$ cat config.mk
export PLATFORM = sky130hd
export DESIGN_NAME = mem_access
export DESIGN_NICKNAME = d
export VERILOG_FILES = /design/src/rtl/mem_access.sv
export SDC_FILE = /design/constraint.sdc
export NUM_CORES = 1
export LEC_CHECK = 0
export CAP_MARGIN = 20
export CORE_ASPECT_RATIO = 0.75
export CORE_MARGIN = 8
export CORE_UTILIZATION = 38
export CTS_CLUSTER_DIAMETER = 150
export DETAILED_ROUTE_END_ITERATION = 10
export GPL_TIMING_DRIVEN = 0
export HOLD_SLACK_MARGIN = 0.06
export PLACE_DENSITY = 0.69
export SYNTH_ARGS = -nofsm -noshare
export SYNTH_HDL_FRONTEND = slang
export SYNTH_SLANG_ARGS = --single-unit
$ cat constraint.sdc
create_clock -name clk -period 2.6 [get_ports clk]
set_clock_uncertainty 0.15 [all_clocks]
set_input_delay 0.52 -clock clk [delete_from_list [all_inputs] [get_ports clk]]
set_output_delay 0.52 -clock clk [all_outputs]
set_load 0.02 [all_outputs]
$ cat src/rtl/mem_access.sv
// -----------------------------------------------------------------------------
// mem_access
//   Memory-access pipeline stage that sits directly after execute. Non-memory
//   instructions pass aluOut through to writeback one cycle later. Loads and
//   stores run a req/ack transaction with the data memory. Load data is aligned
//   and sign/zero extended before it is registered toward writeback.
//   Misaligned, illegal and timed-out accesses raise a one-cycle exception pulse.
//
//   Sequence for a legal memory op:
//     accept (IDLE) -> REQ (1..n cycles) -> DONE -> release (IDLE)
//   stall is high from the accept cycle through DONE. In the release cycle,
//   stall is low and the instruction upstream was holding is dropped, because
//   that instruction has already been serviced.
//
// Ports
//   clk, rst_n                 clock, asynchronous active-low reset
//   exValid, memRead, memWrite instruction valid / load / store
//   regWriteIn, rdIn           destination register write enable and index
//   funct3                     access size/sign (B, H, W, BU, HU)
//   aluOut, storeData          address or pass-through value; rs2 store data
//   stall                      upstream must hold this cycle
//   dmemReq/We/Addr/Be/Wdata   data-memory request, held until dmemAck
//   dmemAck, dmemRdata         memory handshake and read word
//   wbValid/wbRegWrite/wbRd/wbData   registered writeback result (pulse)
//   memExc, excCause           exception pulse; cause held until next exception
// -----------------------------------------------------------------------------
module mem_access #(
  parameter int TIMEOUT   = 255,  // REQ cycles without ack before bus error; 0 = never
  parameter int TIMEOUT_W = 8
) (
  input  logic        clk,
  input  logic        rst_n,
  input  logic        exValid,
  input  logic        memRead,
  input  logic        memWrite,
  input  logic        regWriteIn,
  input  logic [4:0]  rdIn,
  input  logic [2:0]  funct3,
  input  logic [31:0] aluOut,
  input  logic [31:0] storeData,
  output logic        stall,
  output logic        dmemReq,
  output logic        dmemWe,
  output logic [31:0] dmemAddr,
  output logic [3:0]  dmemBe,
  output logic [31:0] dmemWdata,
  input  logic        dmemAck,
  input  logic [31:0] dmemRdata,
  output logic        wbValid,
  output logic        wbRegWrite,
  output logic [4:0]  wbRd,
  output logic [31:0] wbData,
  output logic        memExc,
  output logic [1:0]  excCause
);

  typedef enum logic [1:0] {IDLE, REQ, DONE} state_t;

  localparam logic [1:0] CAUSE_MISALIGNED = 2'b01;
  localparam logic [1:0] CAUSE_ILLEGAL    = 2'b10;
  localparam logic [1:0] CAUSE_TIMEOUT    = 2'b11;

  // Counter value in the last REQ cycle that is allowed to see an ack.
  localparam logic [TIMEOUT_W-1:0] TO_LAST = TIMEOUT_W'(TIMEOUT - 1);

  state_t              state, stateNext;
  logic                releaseCycle;   // IDLE cycle right after DONE
  logic [TIMEOUT_W-1:0] reqCnt;
  logic                busErr;

  // Captured transaction context
  logic [4:0]          rdQ;
  logic [2:0]          f3Q;
  logic [1:0]          offQ;
  logic                isLoadQ;
  logic                regWrQ;
  logic [31:0]         rdataQ;

  // Decode
  logic                memOp, illegal, misaligned;
  logic                issue, accept, fault, passThru, timedOut;
  logic [3:0]          beNext;
  logic [31:0]         wdataNext;
  logic [7:0]          byteSel;
  logic [15:0]         halfSel;
  logic [31:0]         loadResult;

  // NOTE: every signal assigned in an always_comb gets a default first, so no
  // path can leave it unassigned and infer a latch.
  always_comb begin
    memOp      = memRead | memWrite;
    illegal    = 1'b0;
    if (memRead && memWrite)
      illegal = 1'b1;
    else if (memWrite)
      illegal = !(funct3 inside {3'b000, 3'b001, 3'b010});
    else
      illegal = !(funct3 inside {3'b000, 3'b001, 3'b010, 3'b100, 3'b101});

    misaligned = ((funct3[1:0] == 2'b01) && aluOut[0]) ||
                 ((funct3[1:0] == 2'b10) && (aluOut[1:0] != 2'b00));

    // NOTE: rst_n is folded into the combinational accept path so stall stays
    // low while reset is held, even with a memory op presented upstream.
    issue    = rst_n && (state == IDLE) && exValid && !releaseCycle;
    accept   = issue && memOp && !illegal && !misaligned;
    fault    = issue && memOp && (illegal || misaligned);
    passThru = issue && !memOp;
    timedOut = (TIMEOUT != 0) && (state == REQ) && !dmemAck && (reqCnt == TO_LAST);
  end

  // Store lane steering
  always_comb begin
    beNext    = 4'b1111;
    wdataNext = storeData;
    case (funct3[1:0])
      2'b00: begin
        beNext    = 4'b0001 << aluOut[1:0];
        wdataNext = {4{storeData[7:0]}};
      end
      2'b01: begin
        beNext    = 4'b0011 << aluOut[1:0];
        wdataNext = {2{storeData[15:0]}};
      end
      default: ;
    endcase
  end

  // Load alignment and extension from the registered read word
  always_comb begin
    byteSel = rdataQ[7:0];
    case (offQ)
      2'd1:    byteSel = rdataQ[15:8];
      2'd2:    byteSel = rdataQ[23:16];
      2'd3:    byteSel = rdataQ[31:24];
      default: byteSel = rdataQ[7:0];
    endcase
    halfSel = offQ[1] ? rdataQ[31:16] : rdataQ[15:0];
    case (f3Q)
      3'b000:  loadResult = {{24{byteSel[7]}}, byteSel};
      3'b100:  loadResult = {24'd0, byteSel};
      3'b001:  loadResult = {{16{halfSel[15]}}, halfSel};
      3'b101:  loadResult = {16'd0, halfSel};
      default: loadResult = rdataQ;
    endcase
  end

  // FSM next state and combinational handshake outputs
  always_comb begin
    stateNext = state;
    stall     = 1'b0;
    dmemReq   = 1'b0;
    case (state)
      IDLE: begin
        stall = accept;
        if (accept) stateNext = REQ;
      end
      REQ: begin
        stall   = 1'b1;
        dmemReq = 1'b1;
        if (dmemAck || timedOut) stateNext = DONE;
      end
      DONE: begin
        stall     = 1'b1;
        stateNext = IDLE;
      end
      default: stateNext = IDLE;
    endcase
  end

  // NOTE: sequential state uses non-blocking assignments so every register
  // samples pre-edge values regardless of statement order.
  always_ff @(posedge clk or negedge rst_n) begin
    if (!rst_n) state <= IDLE;
    else        state <= stateNext;
  end

  always_ff @(posedge clk or negedge rst_n) begin
    if (!rst_n) begin
      releaseCycle <= 1'b0;
      reqCnt       <= '0;
      busErr       <= 1'b0;
      rdQ          <= '0;
      f3Q          <= '0;
      offQ         <= '0;
      isLoadQ      <= 1'b0;
      regWrQ       <= 1'b0;
      rdataQ       <= '0;
      dmemWe       <= 1'b0;
      dmemAddr     <= '0;
      dmemBe       <= '0;
      dmemWdata    <= '0;
      wbValid      <= 1'b0;
      wbRegWrite   <= 1'b0;
      wbRd         <= '0;
      wbData       <= '0;
      memExc       <= 1'b0;
      excCause     <= '0;
    end else begin
      wbValid      <= 1'b0;
      memExc       <= 1'b0;
      releaseCycle <= (state == DONE);

      if (passThru) begin
        wbValid    <= 1'b1;
        wbData     <= aluOut;
        wbRd       <= rdIn;
        wbRegWrite <= regWriteIn;
      end

      if (fault) begin
        memExc   <= 1'b1;
        excCause <= illegal ? CAUSE_ILLEGAL : CAUSE_MISALIGNED;
      end

      if (accept) begin
        rdQ       <= rdIn;
        f3Q       <= funct3;
        offQ      <= aluOut[1:0];
        isLoadQ   <= memRead;
        regWrQ    <= regWriteIn;
        reqCnt    <= '0;
        busErr    <= 1'b0;
        dmemWe    <= memWrite;
        dmemAddr  <= {aluOut[31:2], 2'b00};
        dmemBe    <= beNext;
        dmemWdata <= wdataNext;
      end

      if (state == REQ) begin
        reqCnt <= reqCnt + 1'b1;
        if (dmemAck)  rdataQ <= dmemRdata;
        if (timedOut) busErr <= 1'b1;
      end

      if (state == DONE) begin
        if (busErr) begin
          memExc   <= 1'b1;
          excCause <= CAUSE_TIMEOUT;
        end else begin
          wbValid    <= 1'b1;
          wbRd       <= rdQ;
          wbRegWrite <= isLoadQ & regWrQ;
          wbData     <= isLoadQ ? loadResult : 32'd0;
        end
      end
    end
  end

endmodule

==> results.cfg, run 1 <==
[power_and_ir_drop]
p_leak_nw = 5.12
p_per_area_nw_per_um2 = 1130
peakVddDrop_uv = 507

[placed_design]
place.gp.congestion = 0.863
place.detailed.hpwl_mm = 18.3
pre_cts_ws_ns = -1.70
dp_cells = 1228
port_buffers = 219

[logic_synthesis]
netlist_instances = 754
avgSynthCellArea_sq_um = 10.1
ys_warn_count = 0
ys_ff_latch = 165
netlist_area_sq_um = 7600
ys_types = 40
yosysSeqAreaShare_pct = 54.3

[critical_path]
cpMostUsedCell = nor2_2
r2r_start = state[0]$_DFFE_PN0P_
startpoint_type = flop
critical_path.max_fanout = 3
startpoint = state[0]$_DFFE_PN0P_
worstSetupPathType = reg -> out
path_cells = inv_2 -> ha_4 -> and4b_2 -> o21ai_4 -> nor3_4 -> nor2_2 -> nor2_2 -> buf_6
cp_num_buf_inv = 2
cp.arrival_ns = 1.91
worst-path-stages = 8
critPathRequiredTime_ns = 1.93
cpPeakStageDelay_ns = 0.40
worst_path_max_delay_cell = dfrtp_1
endpoint_kind = output pin
cpLargestDelayFamily = simple AND/OR/NAND/NOR gates
r2r_cells = 9

[timing]
period_needed_ns = 2.58
fin_crit_sh_pct = 99.2
fin_ws_ns = 0.0213
setup_viol = 0
relSlewSlack_pct = 33.6
max_freq_mhz = 388
rsz0062_at_grt = yes
final_hold_viol_count = 0
drv_slew = 0
worstMarginPinSlew_ns = 0.992

[detailed_routing]
antenna_left = 0
drt_iter0_drc = 469
drc_errors = 0
wl_per_cell_um = 20.1
dr.pass1.iters = 7
viasPerCell = 5.14
totalWireLength_mm = 25.7
vias = 6583

[status]
outcome = finished, final reports clean

[final_layout]
layout_commonest_cell = clkdlybuf4s50_1
nets = 1131
syn_to_final_growth_pct = 45.7
layout_common_cells = 215 x clkdlybuf4s50_1, 207 x nand2_1, 165 x dfrtp_1
layout-drive-gt1-share_pct = 12.8
final_core_utilization_pct = 56.8
fill_cells = 1768
instances_no_fill = 1280

[floorplan]
core_area_sq_um = 19500
dieArea_sq_um = 24800
num_rows = 44
start_util_pct = 39.0
io_pins = 224
die_x_um = 179
die_h_um = 138

[clocking]
clk_pin_slew_ns = 0.07
clk_path_buf_depth = 2
cts_tree = built
clock_latency_ns = 0.43
h-tree-depth = 4
clock_sinks = 165
cts_root_buffer = clkbuf_16
cts_inserted_buffers = 17

[global_route]
overflow = 0
grt_pass1_wl_mm = 40.2
antenna_found_initial = 5
grt.total_usage_pct = 21.1
grt_max_degree = 60
grt_pass1_vias = 6984

[run]
maxCapViolCount = 0

[hold_path]
hold_class = in -> async
==> where the power goes <==
group,internal (mW),switching [mW]
Combinational,2.61,2.91
Clock,1.51,1.03
Sequential,3.68,0.764
Total,7.81,4.70
==> kinds of logic after synthesis <==
logic type / share of synthesized area [%]
AO/OA/AOI/OAI: 9.93
XOR/XNOR: 0.115
adder cells (fa/ha/maj): 1.15
buffers and inverters: 3.52
flip-flops: 54.3
multiplexers: 15.1
other: 0.0494
AND/OR/NAND/NOR: 15.8
==> sequential cells by signal, indices dropped and copies added, names as in the netlist, 2 cells and up <==
signal / count
reqCnt: 8
offQ: 2
rdataQ: 32
dmemAddr: 30
dmemWdata: 32
state: 2
f3Q: 3
dmemBe: 4
wbRd: 5
rdQ: 5
wbData: 32
excCause: 2
==> through the flow <==
stage	total power [mW]	hold slack, ns	TNS [ns]	area, sq um
2_1_floorplan	7.24	0.0744	0	7600
3_3_place_gp	9.72	0.308	-1870.05	10100
3_5_place_dp	9.81	0.306	-68.00	10100
4_1_cts	12.6	0.0750	-0.102	11100
5_1_grt	13.3	0.0946	-0.0983	11100
6_report	12.5	0.0817	0	11100
==> cell type report <==
cell class / count / area, sq um / share of cell area, %
Antenna cell: 1 / 2.50 / 0.0226
Buffer: 49 / 238 / 2.15
Clock buffer: 24 / 492 / 4.44
Clock inverter: 8 / 97.6 / 0.882
Inverter: 8 / 30.0 / 0.271
Multi-Input combinational cell: 532 / 3260 / 29.4
Sequential cell: 165 / 4130 / 37.3
Tap cell: 253 / 317 / 2.86
Timing Repair Buffer: 240 / 2510 / 22.6
==> worst paths after layout <==
check / to / slack [ns]
max reg2reg: state[0]$_DFFE_PN0P_ / 0.08
min: rdataQ[5]$_DFFE_PN0P_ / 0.08
min reg2reg: dmemAddr[9]$_DFFE_PN0P_ / 0.32
min in group clk: offQ[0]$_DFFE_PN0P_ / 0.28
max in group asynchronous: dmemAddr[24]$_DFFE_PN0P_ / 1.28
max: stall / 0.02
==> cells in the mapped netlist <==
cell	n	area [sq um]
a31oi_1	2	12.5
and4b_1	1	10.0
nand2b_1	5	31.3
buf_6	2	22.5
ha_1	7	87.6
buf_1	6	22.5
o22ai_1	9	56.3
or3_4	1	11.3
a2bb2oi_1	1	8.76
mux2_2	42	473
o2bb2ai_1	1	8.76
nor2b_1	11	68.8
nand2_1	207	777
o211ai_1	20	150
o21ai_0	50	250
nand3_1	4	20.0
o31ai_1	2	15.0
conb_1	1	3.75
mux2i_1	65	651
mux4_2	1	22.5
buf_4	2	15.0
clkbuf_2	1	5.00
nor3_1	10	50.1
and3_1	1	6.26
o21bai_1	1	7.51
xnor2_1	1	8.76
and2_1	2	12.5
a211o_1	1	8.76
nand3b_1	1	7.51
a21oi_1	30	150
a21o_1	1	7.51
inv_1	8	30.0
clkbuf_1	18	67.6
o21ai_2	2	17.5
nand4_1	4	25.0
nor2_1	32	120
dfrtp_1	165	4130
o221ai_1	7	61.3
nor3b_1	8	60.1
buf_2	21	105
==> per-layer routing <==
layer | track usage, % | wire, um
met1 | 28.6 | 11800
met2 | 30.1 | 11000
met3 | 8.46 | 2480
met4 | 6.56 | 426
met5 | 0 | 48
==> timing repair <==
action,CTS,global route
hold endpoints to repair,77,0
setup buffers,10,1
endpoints found under the setup margin,95,13
cloned,3,0
hold buffers,6,0
pin swaps,5,2
gates resized for setup,24,5
(Power assumes the default switching activity.)
==> run 2: changes to the inputs <==
--- a/config.mk
+++ b/config.mk
@@ -5,12 +5,14 @@
 export SDC_FILE = /design/constraint.sdc
 export NUM_CORES = 1
 export LEC_CHECK = 0
+export ABC_AREA = 0
 export CAP_MARGIN = 20
 export CORE_ASPECT_RATIO = 0.75
-export CORE_MARGIN = 8
+export CORE_MARGIN = 2
 export CORE_UTILIZATION = 38
 export CTS_CLUSTER_DIAMETER = 150
 export DETAILED_ROUTE_END_ITERATION = 10
+export GPL_ROUTABILITY_DRIVEN = 0
 export GPL_TIMING_DRIVEN = 0
 export HOLD_SLACK_MARGIN = 0.06
 export PLACE_DENSITY = 0.69
==> run 2 against run 1 <==
- the flow now finishes with violations (DRC)
- register-to-register slack is essentially flat
- first-iteration DRC count grew 9.2%
- critical path depth is the same
- combinational power shrank 2%
- largest cell class unchanged
- largest power group unchanged
==> results.cfg, run 2 (same netlist as run 1, synthesis figures left out) <==
[clocking]
clk_pin_slew_ns = 0.07
h-tree-depth = 4
clock_sinks = 165
cts_root_buffer = clkbuf_16
cts_inserted_buffers = 17
clock_latency_ns = 0.42
clk_path_buf_depth = 2
cts_tree = built

[power_and_ir_drop]
power.clock.fraction_pct = 21.9
p_per_area_nw_per_um2 = 1150
fin_total_pwr_mw = 12.7
swShare_pct = 36.9
comb_power_share_pct = 42.9
p_switching_mw = 4.68
p_int_mw = 7.98
peakVddDrop_uv = 534
power_frac_seq_pct = 35.3
p_leak_nw = 5.09

[timing]
worstMarginPinSlew_ns = 0.940
fin_crit_sh_pct = 100
drv_slew = 0
setup_viol = 0
tns_ns = 0
rsz0062_at_grt = yes
period_needed_ns = 2.60
hold_slack_ns = 0.286
final_hold_viol_count = 0
relSlewSlack_pct = 37.1
max_freq_mhz = 385

[floorplan]
die_h_um = 126
start_util_pct = 39.0
dieArea_sq_um = 21200
num_rows = 44
die_x_um = 167
io_pins = 224
core_area_sq_um = 19500

[final_layout]
final_cell_area_sq_um = 11000
n_antenna_cell = 0
syn_to_final_growth_pct = 44.8
layout_commonest_cell = clkdlybuf4s50_1
nets = 1128
top_regs = dmemWdata (32), rdataQ (32), wbData (32)
layout_common_cells = 214 x clkdlybuf4s50_1, 207 x nand2_1, 165 x dfrtp_1
layout-drive-gt1-share_pct = 12.9
fill_cells = 1729
final_core_utilization_pct = 56.4

[critical_path]
r2r_cells = 11
rr_endpoint = reqCnt[6]$_DFFE_PN0P_
r2r_slack_ns = 0.07
r2r_start = state[1]$_DFFE_PN0P_
path_cells = inv_2 -> ha_4 -> and4b_2 -> o21ai_4 -> nor3_4 -> nor2_2 -> nor2_2 -> buf_6
worstSetupPathType = reg -> out
worst_path_max_delay_cell = dfrtp_1
startpoint = state[1]$_DFFE_PN0P_
critPathRequiredTime_ns = 1.93
critical_path.max_fanout = 3
endpoint_kind = output pin
startpoint_type = flop
cp.arrival_ns = 1.93
cpPeakStageDelay_ns = 0.40
cpMostUsedCell = nor2_2

[global_route]
overflow = 0
grt_pass1_wl_mm = 37.3
grt_pass1_vias = 6557
antenna_found_initial = 2
grt.total_usage_pct = 22.9
grt_max_degree = 107

[detailed_routing]
wl_per_cell_um = 18.6
totalWireLength_mm = 23.7
vias = 6548
drc_errors = 13
dr.pass1.iters = 8
antenna_left = 0
viasPerCell = 5.14
drt_iter0_drc = 512

[placed_design]
port_buffers = 219
placed_area_sq_um = 10100
place.detailed.hpwl_mm = 17.1

[hold_path]
min-delay-start = aluOut[0]
holdPathEnd = offQ[0]$_DFFE_PN0P_
hold_depth = 3
hold_class = in -> reg

[status]
failed_checks = DRC
outcome = finished, violations left

[run]
maxCapViolCount = 0
run 2: layout make-up:
| type | count | area (sq um) | area share, % |
|---|---|---|---|
| sequential | 165 | 4130 | 37.5 |
| multi-input combinational | 532 | 3270 | 29.7 |
| buffer | 49 | 243 | 2.21 |
| clock buffer | 18 | 429 | 3.90 |
| clock inverter | 13 | 205 | 1.87 |
| tap | 253 | 317 | 2.88 |
| timing repair buffer | 237 | 2380 | 21.6 |
| inverter | 8 | 30.0 | 0.273 |
run 2: worst max-delay path by stage:
stage and to:
3_5_place_dp stall, 2_1_floorplan stall, 3_3_place_gp stall, 6_report stall, 5_1_grt stall, 4_1_cts stall
run 2: power by group through the flow:
stage | logic [mW] | clock network, mW | registers (mW)
after CTS | 5.41 | 2.81 | 4.45
after detailed placement | 5.26 | 0 | 4.48
after floorplan | 2.09 | 0 | 5.15
final | 5.43 | 2.77 | 4.46
after global routing | 5.85 | 2.93 | 4.61
after global placement | 5.19 | 0 | 4.46
run 2: what timing repair did:
item,in CTS,in global routing
gates resized for setup,22,11
hold buffers,2,0
endpoints found under the setup margin,12,11
pin swaps,5,3
buffers inserted,10,5
endpoints found under the hold margin,59,0
run 2: worst max-delay path, delay by kind of cell, from the launching register on:
family                   cells  cell delay [ns]
adder cells (fa/ha/maj)      1             0.13
AO/OA/AOI/OAI                1             0.08
AND/OR/NAND/NOR              4             0.67
buffers and inverters        2             0.23
flip-flops                   1             0.40
run 2: layer usage:
metal  routed length, um  GRT usage [%]  share of wire, %  up-vias
met5                  27              0              0.11        -
met4                 218           4.96              0.92        4
met3                2210           8.21               9.3       21
met2               10400           34.4                44      251
met1               10900           32.1                46     3185
li1                    -              -                 -     3087
run 2: through the flow:
| step | setup slack, ns | cells |
|---|---|---|
| floorplan | 0.0700 | 755 |
| global placement | -7.56 | 1227 |
| detailed placement | -1.19 | 1228 |
| CTS | -0.0882 | 1271 |
| global route | -0.0919 | 1275 |
| finish | 0.000718 | 1275 |
